`src/rtl/ps2_pkg.sv`:
```
// ps2_pkg: shared types and constants for the PS/2 keyboard receiver.
//   ps2_state_t : frame FSM states
//   DW          : FIFO entry width (10 with PS2_KBD_TAG_EN defined, else 8)
//   PS2_EXT     : extended-key prefix byte
//   PS2_BRK     : break (key release) prefix byte
// Configuration macro: PS2_KBD_TAG_EN
package ps2_pkg;

   typedef enum logic [1:0] {
      StIdle   = 2'd0,
      StData   = 2'd1,
      StParity = 2'd2,
      StStop   = 2'd3
   } ps2_state_t;

`ifdef PS2_KBD_TAG_EN
   localparam int DW = 10;
`else
   localparam int DW = 8;
`endif

   localparam logic [7:0] PS2_EXT = 8'hE0;
   localparam logic [7:0] PS2_BRK = 8'hF0;

endpackage

```
`src/rtl/ps2_sync_filter.sv`:
```
// ps2_sync_filter: input conditioning for the PS/2 lines.
//   clk, rst : system clock, synchronous active-high reset
//   ps2_clk  : raw PS/2 clock (asynchronous)
//   ps2_data : raw PS/2 data (asynchronous)
//   fall_stb : one-cycle pulse on each 1->0 transition of the filtered clock
//   data_s   : synchronised PS/2 data
module ps2_sync_filter #(
   parameter int FILTER_LEN = 4
) (
   input  logic clk,
   input  logic rst,
   input  logic ps2_clk,
   input  logic ps2_data,
   output logic fall_stb,
   output logic data_s
);

   localparam int CW = (FILTER_LEN > 2) ? $clog2(FILTER_LEN) : 1;
   localparam logic [CW-1:0] CNT_MAX = CW'(FILTER_LEN - 1);

   logic [1:0]    clk_sync;
   logic [1:0]    data_sync;
   logic          clk_f;
   logic [CW-1:0] flt_cnt;

   always_ff @(posedge clk) begin
      if (rst) begin
         clk_sync  <= 2'b11;
         data_sync <= 2'b11;
         clk_f     <= 1'b1;
         flt_cnt   <= '0;
         fall_stb  <= 1'b0;
      end else begin
         clk_sync  <= {clk_sync[0], ps2_clk};
         data_sync <= {data_sync[0], ps2_data};
         fall_stb  <= 1'b0;
         // Any sample equal to the filtered level restarts the run count.
         if (clk_sync[1] == clk_f) begin
            flt_cnt <= '0;
         end else if (flt_cnt == CNT_MAX) begin
            clk_f    <= clk_sync[1];
            flt_cnt  <= '0;
            fall_stb <= clk_f;
         end else begin
            flt_cnt <= flt_cnt + 1'b1;
         end
      end
   end

   assign data_s = data_sync[1];

endmodule

```
`src/rtl/ps2_kbd_rx.sv`:
```
// ps2_kbd_rx: PS/2 keyboard receiver with glitch filter, frame FSM, watchdog and FWFT FIFO.
//   clk, rst   : system clock, synchronous active-high reset
//   ps2_clk    : raw PS/2 clock
//   ps2_data   : raw PS/2 data
//   rd         : pop the head entry (one-cycle pulse)
//   data       : head-of-FIFO entry, valid while ready=1
//   ready      : FIFO not empty
//   count      : FIFO occupancy 0..2**DEPTH_LOG2
//   overflow   : sticky, valid code dropped on a full FIFO
//   err_parity : sticky, frame dropped on parity mismatch
//   err_frame  : sticky, bad stop bit or watchdog abort
//   clr_err    : clears the three sticky flags
// Configuration macro: PS2_KBD_TAG_EN (entries become {brk, ext, code}).
module ps2_kbd_rx
   import ps2_pkg::*;
#(
   parameter int DEPTH_LOG2 = 3,
   parameter int FILTER_LEN = 4,
   parameter int TIMEOUT    = 50000
) (
   input  logic                clk,
   input  logic                rst,
   input  logic                ps2_clk,
   input  logic                ps2_data,
   input  logic                rd,
   output logic [DW-1:0]       data,
   output logic                ready,
   output logic [DEPTH_LOG2:0] count,
   output logic                overflow,
   output logic                err_parity,
   output logic                err_frame,
   input  logic                clr_err
);

   localparam int DEPTH = 2 ** DEPTH_LOG2;
   localparam int WW    = (TIMEOUT > 2) ? $clog2(TIMEOUT) : 1;
   localparam logic [WW-1:0] WD_MAX = WW'(TIMEOUT - 1);

   logic fall_stb;
   logic data_s;

   ps2_sync_filter #(
      .FILTER_LEN(FILTER_LEN)
   ) u_filt (
      .clk     (clk),
      .rst     (rst),
      .ps2_clk (ps2_clk),
      .ps2_data(ps2_data),
      .fall_stb(fall_stb),
      .data_s  (data_s)
   );

   ps2_state_t    state_q, state_d;
   logic [2:0]    bit_idx_q, bit_idx_d;
   logic [7:0]    shreg_q, shreg_d;
   logic          par_q, par_d;
   logic [WW-1:0] wd_q, wd_d;
   logic          push_q, push_d;
   logic [DW-1:0] push_data_q, push_data_d;
   logic          set_par, set_frm;
`ifdef PS2_KBD_TAG_EN
   logic          ext_q, ext_d, brk_q, brk_d;
`endif

   always_comb begin
      state_d     = state_q;
      bit_idx_d   = bit_idx_q;
      shreg_d     = shreg_q;
      par_d       = par_q;
      push_d      = 1'b0;
      push_data_d = push_data_q;
      set_par     = 1'b0;
      set_frm     = 1'b0;
      wd_d        = (state_q == StIdle) ? '0 : wd_q + 1'b1;
`ifdef PS2_KBD_TAG_EN
      ext_d       = ext_q;
      brk_d       = brk_q;
`endif
      if (fall_stb) begin
         wd_d = '0;
         case (state_q)
            StIdle: begin
               if (!data_s) begin
                  state_d   = StData;
                  bit_idx_d = 3'd0;
               end
            end
            StData: begin
               shreg_d   = {data_s, shreg_q[7:1]};
               bit_idx_d = bit_idx_q + 3'd1;
               if (bit_idx_q == 3'd7) state_d = StParity;
            end
            StParity: begin
               par_d   = data_s;
               state_d = StStop;
            end
            StStop: begin
               state_d = StIdle;
               if (!data_s) begin
                  set_frm = 1'b1;
               end else if (!(^{shreg_q, par_q})) begin
                  set_par = 1'b1;
               end else begin
`ifdef PS2_KBD_TAG_EN
                  if (shreg_q == PS2_EXT) begin
                     ext_d = 1'b1;
                  end else if (shreg_q == PS2_BRK) begin
                     brk_d = 1'b1;
                  end else begin
                     push_d      = 1'b1;
                     push_data_d = {brk_q, ext_q, shreg_q};
                     ext_d       = 1'b0;
                     brk_d       = 1'b0;
                  end
`else
                  push_d      = 1'b1;
                  push_data_d = shreg_q;
`endif
               end
            end
            default: state_d = StIdle;
         endcase
      end else if (state_q != StIdle && wd_q == WD_MAX) begin
         state_d = StIdle;
         set_frm = 1'b1;
      end
`ifdef PS2_KBD_TAG_EN
      // Pending flags are already consumed when an entry is formed, so an
      // overflow drop needs no extra clearing here.
      if (set_frm) begin
         ext_d = 1'b0;
         brk_d = 1'b0;
      end
`endif
   end

   always_ff @(posedge clk) begin
      if (rst) begin
         state_q     <= StIdle;
         bit_idx_q   <= '0;
         shreg_q     <= '0;
         par_q       <= 1'b0;
         wd_q        <= '0;
         push_q      <= 1'b0;
         push_data_q <= '0;
`ifdef PS2_KBD_TAG_EN
         ext_q       <= 1'b0;
         brk_q       <= 1'b0;
`endif
      end else begin
         state_q     <= state_d;
         bit_idx_q   <= bit_idx_d;
         shreg_q     <= shreg_d;
         par_q       <= par_d;
         wd_q        <= wd_d;
         push_q      <= push_d;
         push_data_q <= push_data_d;
`ifdef PS2_KBD_TAG_EN
         ext_q       <= ext_d;
         brk_q       <= brk_d;
`endif
      end
   end

   // FIFO: pointers carry a wrap bit so all DEPTH slots are usable.
   logic [DW-1:0]       mem [DEPTH];
   logic [DEPTH_LOG2:0] wr_ptr, rd_ptr;
   logic                full, do_push, do_pop, drop;

   assign count   = wr_ptr - rd_ptr;
   assign full    = (count == (DEPTH_LOG2 + 1)'(DEPTH));
   assign ready   = (count != '0);
   assign do_pop  = rd & ready;
   // A pop in the same cycle frees the head slot, so a full FIFO still accepts.
   assign do_push = push_q & (~full | rd);
   assign drop    = push_q & full & ~rd;
   assign data    = mem[rd_ptr[DEPTH_LOG2-1:0]];

   always_ff @(posedge clk) begin
      if (do_push) mem[wr_ptr[DEPTH_LOG2-1:0]] <= push_data_q;
   end

   always_ff @(posedge clk) begin
      if (rst) begin
         wr_ptr     <= '0;
         rd_ptr     <= '0;
         overflow   <= 1'b0;
         err_parity <= 1'b0;
         err_frame  <= 1'b0;
      end else begin
         if (do_push) wr_ptr <= wr_ptr + 1'b1;
         if (do_pop)  rd_ptr <= rd_ptr + 1'b1;
         // A new error in the clearing cycle keeps the flag set.
         overflow   <= (overflow & ~clr_err) | drop;
         err_parity <= (err_parity & ~clr_err) | set_par;
         err_frame  <= (err_frame & ~clr_err) | set_frm;
      end
   end

endmodule

```
`config.mk`:
```
export PLATFORM = sky130hd
export DESIGN_NAME = ps2_kbd_rx
export DESIGN_NICKNAME = d
export VERILOG_FILES = /design/src/rtl/ps2_pkg.sv /design/src/rtl/ps2_sync_filter.sv /design/src/rtl/ps2_kbd_rx.sv
export SDC_FILE = /design/constraint.sdc
export NUM_CORES = 1
export LEC_CHECK = 0
export BUFFER_PORTS_ARGS = -buffer_cell sky130_fd_sc_hd__buf_2
export CORE_MARGIN = 8
export CORE_UTILIZATION = 55
export CTS_BUF_LIST = sky130_fd_sc_hd__clkbuf_8
export DETAILED_ROUTE_END_ITERATION = 7
export PLACE_DENSITY = 0.79
export SETUP_SLACK_MARGIN = 0.2
export SLEW_MARGIN = 20
export SYNTH_ARGS = -nofsm -noshare
export SYNTH_HDL_FRONTEND = slang
export SYNTH_SLANG_ARGS = --single-unit
```
`constraint.sdc`:
```
create_clock -name clk -period 3.31 [get_ports clk]
set_input_delay 0.4965 -clock clk [delete_from_list [all_inputs] [get_ports clk]]
set_output_delay 0.4965 -clock clk [all_outputs]
set_load 0.01 [all_outputs]
```
==> run metrics, run 1 <==
antenna-violating nets left=0; via count=3069; nets=450; critical path class=register to output port; Final Hold Viols=0; number of max-cap violations=0; GP Congestion=0.810; asr flop ratio synth=0%; CTS clk-pin slew, worst paths=roughly 0.07 ns; initial antenna violation count=0; Fillers=682; placed cell count=between 500 and 600; Hold Path End=u_filt.clk_sync[0]; htree depth=4; Final Setup Violations=0; most common cell after layout, fill and taps aside=edfxtp_1; Starting Density=56.2%; Yosys top cell by area=edfxtp_1; post-CTS setup buffers=0; min Tclk post-route=2.98 ns; maximum vdd ir drop=between 0.3 and 0.4 mV; Worst Max-Slew Pin Slew=0.791 ns; Top Ports=22; vias per inst=5.54; Root Driver=clkbuf_8; Slew Limit Fails=0; Netlist cell types=48; DR WL/cell=16.4 um; synthesized area=0.00515 mm2; fraction of layout cells with a size suffix above 1=21.9%; syn_nets=420; drt first pass iters=4; TritonCTS buffer count=17; Worst Path Required=around 2.8 ns; CTS Hold Bufs=0; Post-Layout Cell Count=554; vias in the first global route=3195; Leak Pwr=1.99 nW; clock insertion delay at the later pin of the skew report=0.42 ns; register bit total from synthesis=125; CP max FO=6; CP Capture Type=output port; synthesized area per cell=12.9 um2; min-delay src=ps2_clk; synth top area cells=edfxtp_1 (37%), dfxtp_1 (24%), mux4_2 (7.0%); EDFF count, synth=64; Placement Cell Area=0.00536 mm2; Ys Warns=0; fin area=0.00577 mm2; Core Region=0.00915 mm2; status=finished, final reports clean; Num Clock Sinks=125; top cell type's share of synthesized area=37.3%; sum of negative setup slack=0 ns; worst hold stages=2; DP HPWL=6240 um; Diodes inserted=0; die width=around 110 um; R2R setup slack=between 0.5 and 0.6 ns; die area=0.0127 mm2; commonest cells after routing, fill and taps aside=edfxtp_1 (64), dfxtp_1 (60), nor2_1 (38), nand2_1 (23), nand3_1 (23); FF-to-FF End=mem[2][1]; Mapped Cells=400; pre-CTS WS=0.0486 ns; Final Skew=0.0118 ns; DRC viols=0; fin crit share=between 90% and 100%; largest net degree at the start of global routing=47; Std-Cell Rows=35; Post-Route WL=9070 um; Fmax achieved=335 MHz; CTS tree=yes; RSZ-0062 raised after global routing=no; gr ovfl total=0; port bufs=21; P&R area growth vs syn=12.2%; Main synth FF type=edfxtp_1; worst r2r src=wr_ptr[0]; Worst setup SP type=register; PnR worst setup slack=0.328 ns; post-CTS resize count=4; die height=113 um; clk buf depth=2; Hold Path Class=input pin to register; Initial DRC Count=251; first-pass GRT wire length=15400 um; sequential share of the synthesized area=61.1%; Util after Layout=63.1%; FF-to-FF path depth=10; Total GRT Usage=15.4%; arrival time of the worst setup path=2.49 ns; Power Density=598 mW/mm2; Slew headroom=a little under half
==> stage by stage <==
step                      hold WS, ns  total power [mW]
after floorplan                 0.389              2.04
after global placement          0.392              2.17
after global routing            0.237              3.60
after detailed placement        0.403              2.19
after CTS                       0.246              3.48
final                           0.264              3.45
==> synth_stat cells (4+ instances only) <==
| cell | count |
|---|---|
| edfxtp_1 | 64 |
| dfxtp_1 | 61 |
| nor2_1 | 38 |
| nand2_1 | 23 |
| nand3_1 | 23 |
| a21oi_1 | 22 |
| mux4_2 | 16 |
| ha_1 | 13 |
| inv_1 | 13 |
| xnor2_1 | 12 |
| xor2_1 | 12 |
| o21ai_0 | 11 |
| or3_1 | 10 |
| mux2i_1 | 9 |
| clkbuf_1 | 8 |
| mux2_2 | 8 |
| or2_2 | 6 |
| nor3_1 | 5 |
| nand2b_1 | 4 |
==> layer usage <==
| layer | track usage [%] | part of all wire (%) | vias up |
|---|---|---|---|
| met5 | 0 | 0 | - |
| met4 | 5.04 | 0.86 | 0 |
| met3 | 4.15 | 2.9 | 8 |
| met2 | 26.7 | 51 | 53 |
| met1 | 18.1 | 45 | 1486 |
| li1 | - | - | 1522 |
==> critical path: stages (launching register included) <==
cell     delay, ns
dfxtp_2       0.37
inv_4         0.09
ha_2          0.18
inv_1         0.05
fa_1          0.39
xor2_1        0.19
or3_4         0.35
or3_1         0.32
buf_2         0.15
==> how the worst max path moves through the flow <==
stage,cells past startpoint,start,slack (ns),to
finish,8,wr_ptr[0],0.33,ready
global route,8,wr_ptr[0],0.20,ready
CTS,8,wr_ptr[0],0.26,ready
detailed placement,10,wr_ptr[0],0.05,mem[5][1]
global placement,10,wr_ptr[0],0.21,mem[5][6]
floorplan,10,wr_ptr[0],0.32,mem[4][0]
==> final cells by class <==
| type | instances | area, um2 | area share, % |
|---|---|---|---|
| repair buffers | 26 | 143 | 2.47 |
| multi-input cells | 247 | 1900 | 32.9 |
| clock inverters | 15 | 161 | 2.80 |
| inverters | 13 | 51.3 | 0.888 |
| well taps | 111 | 139 | 2.41 |
| flip-flops and latches | 125 | 3140 | 54.5 |
| clock buffers | 17 | 234 | 4.05 |
==> sequential cells by signal, indices dropped and copies added (netlist names), 2 cells and up, named ones only <==
signal            cells
wr_ptr                4
u_filt.data_sync      2
u_filt.clk_sync       2
shreg_q               8
mem                  64
wd_q                 16
state_q               2
push_data_q           8
rd_ptr                4
u_filt.flt_cnt        2
bit_idx_q             3
==> cells by family after synthesis <==
kind of cell / after synthesis / synth area share [%]
multiplexers: 33 / 10.5
buffers and inverters: 28 / 2.33
XOR/XNOR: 25 / 4.55
adder cells (fa/ha/maj): 14 / 3.55
flip-flops: 125 / 61.1
AND/OR/NAND/NOR: 129 / 12.6
AO/OA/AOI/OAI: 46 / 5.37
==> power by group <==
group          leakage (nW)  switching [mW]  internal [mW]
Clock                 0.197           0.619          0.680
Combinational         0.708           0.240          0.248
Sequential             1.09          0.0378           1.63
Total                  1.99           0.896           2.56
Note: power is estimated with default switching activity, not from simulation.
==> run 2, diff against run 1 <==
--- a/config.mk
+++ b/config.mk
@@ -6,6 +6,7 @@
 export NUM_CORES = 1
 export LEC_CHECK = 0
 export BUFFER_PORTS_ARGS = -buffer_cell sky130_fd_sc_hd__buf_2
+export CORE_ASPECT_RATIO = 1.4
 export CORE_MARGIN = 8
 export CORE_UTILIZATION = 55
 export CTS_BUF_LIST = sky130_fd_sc_hd__clkbuf_8
==> run metrics, run 2 (synthesis results as in run 1) <==
status=finished, final reports clean; fraction of layout cells with a size suffix above 1=20.8%; port bufs=21; number of max-cap violations=0; Worst Path Required=~2.8 ns; DR WL/cell=roughly 17 um; hold_ws=0.255 ns; Top delay family on crit path=simple AND/OR/NAND/NOR gates; max reg flops=64; antenna-violating nets left=0; DP HPWL=6530 um; TritonCTS buffer count=17; via count=3050; Worst Max-Slew Pin Slew=around 0.8 ns; sum of negative setup slack=0 ns; first-pass GRT wire length=15200 um; post-CTS setup buffers=0; Total GRT Usage=15.8%; Power Density=around 590 mW/mm2; initial antenna violation count=0; die area=0.0128 mm2; Post-Route WL=9140 um; Hold Path Class=input pin to register; Final Hold Viols=0; most common cell after layout, fill and taps aside=edfxtp_1; CP max FO=6; Slew headroom=47.6%; vias in the first global route=3199; commonest cells after routing, fill and taps aside=edfxtp_1 (64), dfxtp_1 (60), nor2_1 (38), nand2_1 (23), nand3_1 (23); Core Region=0.00930 mm2; worst r2r src=wr_ptr[0]; Initial DRC Count=125; highest-delay cell along the critical path=fa_1; CP cell instances=inv_2, ha_1, inv_1, fa_1, xor2_1, or3_4, or3_1, buf_2; min-delay src=ps2_data; die width=97.8 um; worst setup path startpoint=wr_ptr[0]; Worst setup SP type=register; Num Clock Sinks=125; GP Congestion=0.816; Post-Layout Cell Count=553; Diodes inserted=0; critical path class=register to output port; placed cell count=521; Top Ports=22; Root Driver=clkbuf_8; Leak Pwr=1.98 nW; clock insertion delay at the later pin of the skew report=0.42 ns; CP Capture Type=output port; nets=450; fin crit share=89.4%; CP Buf/Inv Count=3; arrival time of the worst setup path=2.46 ns; RSZ-0062 raised after global routing=no; die height=130 um; CTS clk-pin slew, worst paths=0.07 ns; Final Setup Violations=0; min Tclk post-route=2.96 ns; Final Skew=0.00727 ns; clk buf depth=2; Fmax achieved=between 300 and 400 MHz; DRC viols=0; maximum vdd ir drop=0.373 mV; P&R area growth vs syn=11.9%; gr ovfl total=0; Slew Limit Fails=0; Power Total=3.42 mW; CTS tree=yes; max incr delay on CP=0.37 ns; largest net degree at the start of global routing=47; Starting Density=between 50% and 60%; Std-Cell Rows=42; vias per inst=5.52; drt first pass iters=5; htree depth=4
run 2: cell types whose count changed in the layout (fill, tap and decap cells not counted), moves of 2 or more:
cell,change
clkinv_4,-3
clkinv_2,+2
inv_6,-5
clkinv_1,+5
run 2: layout make-up:
type | count | area (um2)
fillers | 695 | 3540
flip-flops and latches | 125 | 3140
multi-input cells | 247 | 1900
clock buffers | 17 | 234
clock inverters | 15 | 154
repair buffers | 26 | 143
well taps | 110 | 138
inverters | 13 | 48.8
run 2: per-layer routing:
layer / global-route usage (%) / vias to the layer above / wire [um]
met1: 14.8 / 1476 / 3500
met3: 5.14 / 10 / 257
met4: 8.75 / 0 / 170
li1: - / 1514 / -
met2: 29.7 / 50 / 5220
met5: 0 / - / 0
run 2: path summary, 6_finish.rpt:
check	cells past startpoint	endpoint	slack, ns
max	8	ready	0.35
min	2	u_filt.data_sync[0]	0.25
max reg2reg	10	mem[2][4]	0.50
min reg2reg	1	u_filt.data_sync[1]	0.41
run 2: where the power goes:
group,total [mW],internal (mW),switching [mW]
logic,0.482,0.247,0.235
clock network,1.27,0.725,0.543
registers,1.67,1.63,0.0354
total,3.42,2.60,0.813
run 2: stage by stage:
step / cell area [um2] / util (%) / setup slack, ns
final: 5760 / 61.9 / 0.351
after global routing: 5760 / 61.9 / 0.216
after CTS: 5750 / 61.9 / 0.193
after detailed placement: 5360 / 57.6 / 0.0864
after global placement: 5360 / 57.6 / 0.333
after floorplan: 5150 / - / 0.324
run 2: repair_timing:
item,4_1_cts,5_1_grt
endpoints found under the hold margin,0,0
setup endpoints to repair,15,32
hold buffers,0,0
gates resized for setup,2,3
